===== src/rtl/line_pad_streamer.sv =====
// Line padding streamer: takes row-major pixels over valid/ready and re-emits
// each line with its first and last pixel replicated, plus line/frame markers.
//
// state  | meaning
// -------+---------------------------------------------------------------
// S_IDLE | waiting for the first pixel of a line, output empty
// S_LPAD | left pad beat (copy of p0) presented with o_sol
// S_BODY | body beats p0..p[IMG_W-1], may bubble while upstream is idle
// S_RPAD | right pad beat (copy of p[IMG_W-1]) presented with o_eol
module line_pad_streamer #(
    parameter int DATA_W = 8,
    parameter int IMG_W  = 640,
    parameter int IMG_H  = 480
) (
    input  logic              i_clk,
    input  logic              i_rst_n,
    input  logic              i_valid,
    output logic              o_ready,
    input  logic [DATA_W-1:0] i_data,
    output logic              o_valid,
    input  logic              i_ready,
    output logic [DATA_W-1:0] o_data,
    output logic              o_sol,
    output logic              o_eol,
    output logic              o_sof,
    output logic              o_eof
);

    localparam int COL_W = $clog2(IMG_W + 1);
    localparam int ROW_W = (IMG_H > 1) ? $clog2(IMG_H) : 1;
    localparam logic [COL_W-1:0] COL_LAST = COL_W'(IMG_W);
    localparam logic [ROW_W-1:0] ROW_LAST = ROW_W'(IMG_H - 1);

    typedef enum logic [1:0] {
        S_IDLE,
        S_LPAD,
        S_BODY,
        S_RPAD
    } state_t;

    state_t            r_state, w_state_nxt;
    logic [COL_W-1:0]  r_col, w_col_nxt;
    logic [ROW_W-1:0]  r_row, w_row_nxt;
    logic [DATA_W-1:0] r_data, w_data_nxt;
    logic [DATA_W-1:0] r_last, w_last_nxt;
    logic              r_valid, w_valid_nxt;
    logic              r_sol, w_sol_nxt;
    logic              r_eol, w_eol_nxt;
    logic              r_sof, w_sof_nxt;
    logic              r_eof, w_eof_nxt;

    logic              w_ready;
    logic              w_in_xfer;
    logic              w_out_xfer;

    // Body accepts a new pixel only when the current beat leaves (or none is held).
    assign w_ready    = (r_state == S_IDLE) ||
                        ((r_state == S_BODY) && (r_col < COL_LAST) && (!r_valid || i_ready));
    assign w_in_xfer  = i_valid && w_ready;
    assign w_out_xfer = r_valid && i_ready;

    always_ff @(posedge i_clk or negedge i_rst_n) begin
        if (!i_rst_n) begin
            r_state <= S_IDLE;
            r_col   <= '0;
            r_row   <= '0;
            r_data  <= '0;
            r_last  <= '0;
            r_valid <= 1'b0;
            r_sol   <= 1'b0;
            r_eol   <= 1'b0;
            r_sof   <= 1'b0;
            r_eof   <= 1'b0;
        end else begin
            r_state <= w_state_nxt;
            r_col   <= w_col_nxt;
            r_row   <= w_row_nxt;
            r_data  <= w_data_nxt;
            r_last  <= w_last_nxt;
            r_valid <= w_valid_nxt;
            r_sol   <= w_sol_nxt;
            r_eol   <= w_eol_nxt;
            r_sof   <= w_sof_nxt;
            r_eof   <= w_eof_nxt;
        end
    end

    always_comb begin
        w_state_nxt = r_state;
        w_col_nxt   = r_col;
        w_row_nxt   = r_row;
        w_data_nxt  = r_data;
        w_last_nxt  = r_last;
        w_valid_nxt = r_valid;
        w_sol_nxt   = r_sol;
        w_eol_nxt   = r_eol;
        w_sof_nxt   = r_sof;
        w_eof_nxt   = r_eof;
        case (r_state)
            S_IDLE: begin
                if (w_in_xfer) begin
                    w_data_nxt  = i_data;
                    w_last_nxt  = i_data;
                    w_valid_nxt = 1'b1;
                    w_sol_nxt   = 1'b1;
                    w_sof_nxt   = (r_row == '0);
                    w_col_nxt   = COL_W'(1);
                    w_state_nxt = S_LPAD;
                end
            end
            S_LPAD: begin
                // o_data keeps p0: the same value serves as the first body beat.
                if (w_out_xfer) begin
                    w_sol_nxt   = 1'b0;
                    w_sof_nxt   = 1'b0;
                    w_state_nxt = S_BODY;
                end
            end
            S_BODY: begin
                if (w_out_xfer && (r_col == COL_LAST)) begin
                    w_data_nxt  = r_last;
                    w_eol_nxt   = 1'b1;
                    w_eof_nxt   = (r_row == ROW_LAST);
                    w_state_nxt = S_RPAD;
                end else if (w_in_xfer) begin
                    w_data_nxt  = i_data;
                    w_last_nxt  = i_data;
                    w_col_nxt   = r_col + COL_W'(1);
                    w_valid_nxt = 1'b1;
                end else if (w_out_xfer) begin
                    w_valid_nxt = 1'b0;
                end
            end
            S_RPAD: begin
                if (w_out_xfer) begin
                    w_valid_nxt = 1'b0;
                    w_eol_nxt   = 1'b0;
                    w_eof_nxt   = 1'b0;
                    w_col_nxt   = '0;
                    w_row_nxt   = (r_row == ROW_LAST) ? '0 : r_row + ROW_W'(1);
                    w_state_nxt = S_IDLE;
                end
            end
            default: w_state_nxt = S_IDLE;
        endcase
    end

    assign o_ready = w_ready;
    assign o_valid = r_valid;
    assign o_data  = r_data;
    assign o_sol   = r_sol;
    assign o_eol   = r_eol;
    assign o_sof   = r_sof;
    assign o_eof   = r_eof;

endmodule

===== config.mk =====
export PLATFORM = sky130hd
export DESIGN_NAME = line_pad_streamer
export DESIGN_NICKNAME = d
export VERILOG_FILES = /design/src/rtl/line_pad_streamer.sv
export SDC_FILE = /design/constraint.sdc
export NUM_CORES = 1
export LEC_CHECK = 0
export ABC_AREA = 1
export CORE_AREA = 2 2 73 75
export CTS_BUF_LIST = sky130_fd_sc_hd__clkbuf_4 sky130_fd_sc_hd__clkbuf_8
export CTS_CLUSTER_DIAMETER = 50
export DETAILED_ROUTE_END_ITERATION = 12
export DIE_AREA = 0 0 75 77
export DONT_BUFFER_PORTS = 1
export PLACE_DENSITY = 0.65
export SLEW_MARGIN = 25
export SYNTH_ARGS = -nofsm -noshare
export SYNTH_HDL_FRONTEND = slang
export SYNTH_SLANG_ARGS = --single-unit

===== constraint.sdc =====
create_clock -name i_clk -period 5.1 [get_ports i_clk]
set_clock_uncertainty 0.2 [all_clocks]
set_input_delay 0.51 -clock i_clk [delete_from_list [all_inputs] [get_ports i_clk]]
set_output_delay 0.51 -clock i_clk [all_outputs]
set_load 0.05 [all_outputs]

==> results.md, run 1 <==
* Final Hold Viols at 0
* Max incr delay on CP at 430 ps
* Setup TNS at 0 ps
* Pin count of the biggest net entering global routing at 43
* CP max stage cell: dfrtp_1
* # clock sinks at 42
* Number of post-CTS setup repair buffers at 0
* Top post-synthesis cells by area: dfrtp_1, nand2_1, inv_1
* Rel. slew slack at 56.6%
* CP bufs+invs at 2
* Initial antenna violation count at 0
* First-pass GRT wire length at approximately 8400 microns
* Compound-Gate Fraction of Synth Area at 6.30%
* Clock root cell: clkbuf_8
* Yosys cell types at 30
* Crit path max-delay family: flip-flops
* Core Box Area at roughly 5000 sq um
* Yosys top cell by area: dfrtp_1
* Yosys reg bits at 42
* Post-synth ARST share at 100%
* Synth Cell Area at between 2000 and 2500 sq um
* Worst VDD drop at 0.176 mV
* Drt wl/cell at 12.2 microns
* Final-report max-slew violation count at 0
* Main combinational cell family by area after synthesis: simple AND/OR/NAND/NOR gates
* Vias per cell at 5.03
* First drt pass iteration count at 4
* Final std cells w/o fill at ~390
* Kind of critical path: reg -> out
* Drt first-iter violations at 110
* Hold Crit Start: i_data[5]
* Overall power at 1.48 mW
* Starting Density at 48.3%
* Via count at 1953
* Post-Synth Simple-Gate Area at 33.4%
* Grt total ovfl at 0
* Crit path capture: o_ready
* WP data required at 4390 ps
* Synth Area in XOR/XNOR at 3.64%
* Period minus WS final at 2490 ps
* Final Net Count at between 300 and 400
* Final setup vio count at 0
* Rows at 26
* Crit. Startpoint: r_state[0]
* Final period utilization at 48.8%
* RSZ-0062 raised after global routing: no
* Power per cell area at about 570 nW/um^2
* Worst path arrival time at 1780 ps
* FF-to-FF path depth at 10
* Startpoint Class: flip-flop
* RR Endpoint: r_last[0]
* Insertion delay to the later sink of the worst-skew pair at approximately 290 ps
* Avg Cell Area, Syn at 7.66 sq um
* DRT antenna net count at 0
* Commonest cells post-synth: nand2_1, dfrtp_1, inv_1, nor2_1, nand3_1
* Ys Warns at 0
* MaxCap Viol Count at 0
* Clock transition at path regs at approximately 80 ps
* Adder-Cell Fraction of Synth Area at 5.20%
* Status: completed
* Worst Max-Slew Pin Slew at around 650 ps
* Worst-case clock buffer depth at 2
* Drc violations at 0
* Htree depth at 2
* Post-DP HPWL at 3440 microns
* Stages on worst setup path at 6
* Antenna Cells at 0
* Register area share after synthesis at 43.7%
* Mux cell area share after synthesis at 0%
* Post-synth top flop: dfrtp_1
* Die Height at 77 microns
* Number of flops mapped to enable cells by yosys at 0
* Crit-path cells: inv_1, ha_1, inv_2, a21oi_2, nand2_1, nand2_4
* Placed cells at 378
* Cts bufs inserted at 5
* DIE WIDTH at 75 microns
* RR Startpoint: r_state[0]
* Most common cell in the netlist: nand2_1
* Wirelength, routed at ~4700 microns
* Share of layout cells above drive strength 1 at 7.86%
* Ports at 26
* Die area at 5780 sq um
* PortBufs at 0
* Syn Nets at 336
* Vias in the first global route at between 1500 and 2000
* TritonCTS clock tree: built
* Synth top area share at 43.7%
* Crit Path Max Fanout at 13
* Crit end category: primary output
* Gate Count Post-Synth at 314
* Synth-to-layout area growth at 7.80%
* GRT Total Usage at 18.6%
* Maximum clock frequency at 0.402 GHz
* Min-Delay Path Class: in -> reg
* R2r setup slk at 2630 ps
* Pleak at 1.30 nW
* GP Congestion at just under 0.9
-- what timing repair did --
action                    4_1_cts  5_1_grt
hold endpoints to repair       42        0
hold buffers                    2        0
gates resized for setup         0        0
-- worst register-to-register path, cell delays in order, from the launching register on --
cell,delay [ps]
dfrtp_1,430
inv_1,120
ha_1,320
inv_2,180
a21oi_2,130
nand2_1,100
nand2_4,210
nand2_4,160
nor2_4,290
nand2_1,120
o21a_1,120
-- final cells by class --
type / count / area, sq um
clock buffer: 7 / 83.8
timing repair buffer: 2 / 30.0
clock inverter: 1 / 30.0
sequential: 42 / 1050
multi-input combinational: 228 / 1170
fill: 455 / 2380
inverter: 38 / 143
tap: 70 / 87.6
-- worst min-delay path by stage --
stage	cells past startpoint	endpoint
global placement	0	o_data[5]
global route	2	r_last[4]
floorplan	0	o_data[0]
CTS	2	r_last[4]
detailed placement	0	o_data[5]
finish	2	r_last[5]
-- logic make-up after synthesis --
group | count (synthesis)
adder cells (fa/ha/maj) | 10
AND/OR/NAND/NOR | 180
buffers and inverters | 44
XOR/XNOR | 10
AO/OA/AOI/OAI | 28
flip-flops | 42
-- where the power goes --
part,total [mW],internal [mW],switching (mW),leakage [nW]
clock network,0.269,0.157,0.112,0.0593
registers,0.669,0.439,0.230,0.527
logic,0.543,0.176,0.367,0.714
-- cells in the final DEF (no fill, tap or decap) --
master / instances
nand2_2: 4
nor2_2: 1
nand4_1: 5
nand3_1: 20
inv_2: 3
bufinv_16: 1
o21ai_1: 1
nand2_1: 95
nor3b_1: 2
o21ai_0: 17
dlygate4sd3_1: 1
nor2_4: 3
or2_2: 1
clkbuf_4: 2
a21oi_1: 6
nor4_1: 1
and2_1: 1
dfrtp_1: 42
o21a_1: 3
a21oi_2: 1
nand3b_1: 3
nand2_4: 2
nand3_2: 1
clkbuf_8: 5
xnor2_1: 5
nor2_1: 35
nor3_1: 6
ha_1: 10
xor2_1: 5
buf_12: 1
inv_1: 35
-- state kept, by name (all words and copies together), names as in the netlist, 2 cells and up --
name and count:
r_col 10, o_data 8, r_row 9, r_last 8, r_state 2
-- through the flow --
step / utilization [%] / hold WS [ps] / worst slack [ps] / area (sq um)
2_1_floorplan: - / 14.4 / 3080 / 2400
3_3_place_gp: 49.2 / 15.2 / 2730 / 2450
3_5_place_dp: 49.2 / 15.3 / 2620 / 2450
5_1_grt: 52.1 / 136 / 2410 / 2590
6_report: 52.1 / 132 / 2610 / 2590
4_1_cts: 52.1 / 130 / 2600 / 2590
-- layer usage --
layer	up-vias	track usage [%]	routed length, microns	share of wire (%)
li1	986	-	-	-
met1	906	25.6	2240	47
met2	50	28.1	2190	46
met3	11	3.81	217	4.6
met4	0	7.50	79	1.7
met5	-	0	0	0
Power figures use the tool's default switching activity.
==> run 2: changes to the inputs <==
==> constraint.sdc (replaced) <==
create_clock -name i_clk -period 2.5 [get_ports i_clk]
set_clock_uncertainty 0.2 [all_clocks]
set_input_delay 0.25 -clock i_clk [delete_from_list [all_inputs] [get_ports i_clk]]
set_output_delay 0.25 -clock i_clk [all_outputs]
set_load 0.05 [all_outputs]
==> results.md, run 2 (synthesis gave the netlist of run 1 again) <==
* Die Height at 77 microns (unchanged)
* First drt pass iteration count at 5 (was 4)
* # fillers at 477 (was 455)
* Insertion delay to the later sink of the worst-skew pair at 300 ps (was 290 ps)
* Post-Place Setup Slack at 426 ps (was 2620 ps)
* Worst Max-Slew Pin Slew at 500 ps (was 651 ps)
* WP data required at 2050 ps (was 4390 ps)
* Rows at 26 (unchanged)
* DIE WIDTH at 75 microns (unchanged)
* First-pass GRT wire length at 8800 microns (was 8410 microns)
* Max FFs per register at 10 (unchanged)
* Setup WS post-layout at 343 ps (was 2610 ps)
* Commonest non-fill, non-tap cells in the layout: nand2_1, dfrtp_1, inv_1, nor2_1, nand3_1 (unchanged)
* CP max stage cell: dfrtp_1 (unchanged)
* Pin count of the biggest net entering global routing at 43 (unchanged)
* Startpoint Class: flip-flop (unchanged)
* Grt total ovfl at 0 (unchanged)
* Clock transition at path regs at 90 ps (was 80 ps)
* RSZ-0062 raised after global routing: no (unchanged)
* Drc violations at 0 (unchanged)
* Final Hold Viols at 0 (unchanged)
* Setup TNS at 0 ps (unchanged)
* Post-DP HPWL at 3490 microns (was 3440 microns)
* Kind of critical path: reg -> out (unchanged)
* Drt wl/cell at 12.3 microns (was 12.2 microns)
* Vias in the first global route at 1986 (was 1852)
* Crit end category: primary output (unchanged)
* Ports at 26 (unchanged)
* Min-Delay Path Class: in -> reg (unchanged)
* DRT antenna net count at 0 (unchanged)
* Synth-to-layout area growth at 12.3% (was 7.80%)
* TritonCTS clock tree: built (unchanged)
* Core Box Area at 4980 sq um (unchanged)
* Final std cells w/o fill at 399 (was 388)
* MaxCap Viol Count at 0 (unchanged)
* Largest regs: r_col x10, r_row x9 (unchanged)
* # clock sinks at 42 (unchanged)
* Pleak at 1.35 nW (was 1.30 nW)
* Crit-path cells: inv_1, ha_1, inv_2, a21oi_2, nand2_1, nand2_4, buf_4 (was inv_1, ha_1, inv_2, a21oi_2, nand2_1, nand2_4)
* Worst VDD drop at 0.502 mV (was 0.176 mV)
* Final-report max-slew violation count at 0 (unchanged)
* GRT Total Usage at 19.4% (was 18.6%)
* Final Net Count at 350 (was 339)
* Worst-case clock buffer depth at 2 (unchanged)
* Largest reg by FF count: r_col (unchanged)
* Vias per cell at 4.93 (was 5.03)
* Wirelength, routed at 4910 microns (was 4730 microns)
* Via count at 1966 (was 1953)
* Maximum clock frequency at 0.464 GHz
* Die area at 5780 sq um (unchanged)
* Initial antenna violation count at 0 (unchanged)
* Power per cell area at 1140 nW/um^2 (was 571 nW/um^2)
* Placed cells at 381 (was 378)
* Share of layout cells above drive strength 1 at 8.51% (was 7.86%)
* Period minus WS final at 2160 ps
* Rel. slew slack at 66.7% (was 56.6%)
* Cts bufs inserted at 5 (unchanged)
* Antenna Cells at 0 (unchanged)
* Final period utilization at between 80% and 90%
* Overall power at 3.08 mW (was 1.48 mW)
* Crit Path Max Fanout at 13 (unchanged)
* Status: completed (unchanged)
* Clock root cell: clkbuf_8 (unchanged)
* PortBufs at 0 (unchanged)
* Core Util, Final at 54.3% (was 52.1%)
* Worst path arrival time at 1710 ps (was 1780 ps)
* Final setup vio count at 0 (unchanged)
* Drt first-iter violations at 107 (was 110)
* Htree depth at 2 (unchanged)
* Max incr delay on CP at 430 ps (about the same)
* Most common cell after layout, fill and taps aside: nand2_1 (unchanged)
* Starting Density at 48.3% (unchanged)
* GP Congestion at 0.882 (was 0.865)
[run 2: cell count changes in the layout (fill, tap and decap cells not counted)]
cell	delta
clkinv_2	+1
buf_16	+1
dlygate4sd3_1	+8
buf_4	+3
inv_6	+1
clkbuf_4	-2
buf_12	-1
[run 2: final timing paths]
kind / from / endpoint / slack, ps / cells past startpoint
hold / removal: i_data[4] / o_data[4] / 9 / 4
hold reg to reg: r_last[1] / r_last[1] / 300 / 1
max in group asynchronous: i_rst_n / r_col[6] / 1640 / 2
setup reg to reg: r_state[0] / r_last[0] / 410 / 10
min in group asynchronous: i_rst_n / r_col[9] / 270 / 2
setup / recovery: r_state[0] / o_ready / 340 / 7
[run 2: power by group]
group / internal, mW / switching (mW)
combinational: 0.400 / 0.798
clock: 0.299 / 0.251
sequential: 0.897 / 0.433
[run 2: what timing repair did]
action                                 4_1_cts  5_1_grt
gates resized for setup                      0        0
endpoints found under the hold margin       53        0
hold buffers                                10        0
setup buffers                                0        0
[run 2: area by class of cell]
| cell class | instances | area [sq um] | share of cell area, % |
|---|---|---|---|
| multi-input combinational | 228 | 1170 | 43.2 |
| timing repair buffer | 13 | 140 | 5.19 |
| sequential | 42 | 1050 | 38.9 |
| inverter | 38 | 143 | 5.28 |
| tap | 70 | 87.6 | 3.24 |
| clock inverter | 3 | 43.8 | 1.62 |
| clock buffer | 5 | 68.8 | 2.55 |
[run 2: metal layers]
layer	track usage (%)	routed length [microns]
met5	0	0
met2	32.0	2350
met1	25.0	2300
met3	3.15	152
met4	7.50	101
[run 2: critical path: cells and delay by family (launching register included)]
family	cells	cell delay, ps
AO/OA/AOI/OAI	1	110
adder cells (fa/ha/maj)	1	190
flip-flops	1	430
buffers and inverters	3	490
AND/OR/NAND/NOR	2	180
[run 2: metrics by stage]
stage,cell area (sq um),hold slack [ps]
floorplan,2400,-246
global placement,2470,-245
detailed placement,2470,-245
CTS,2700,10.5
global route,2700,37.9
finish,2700,8.55
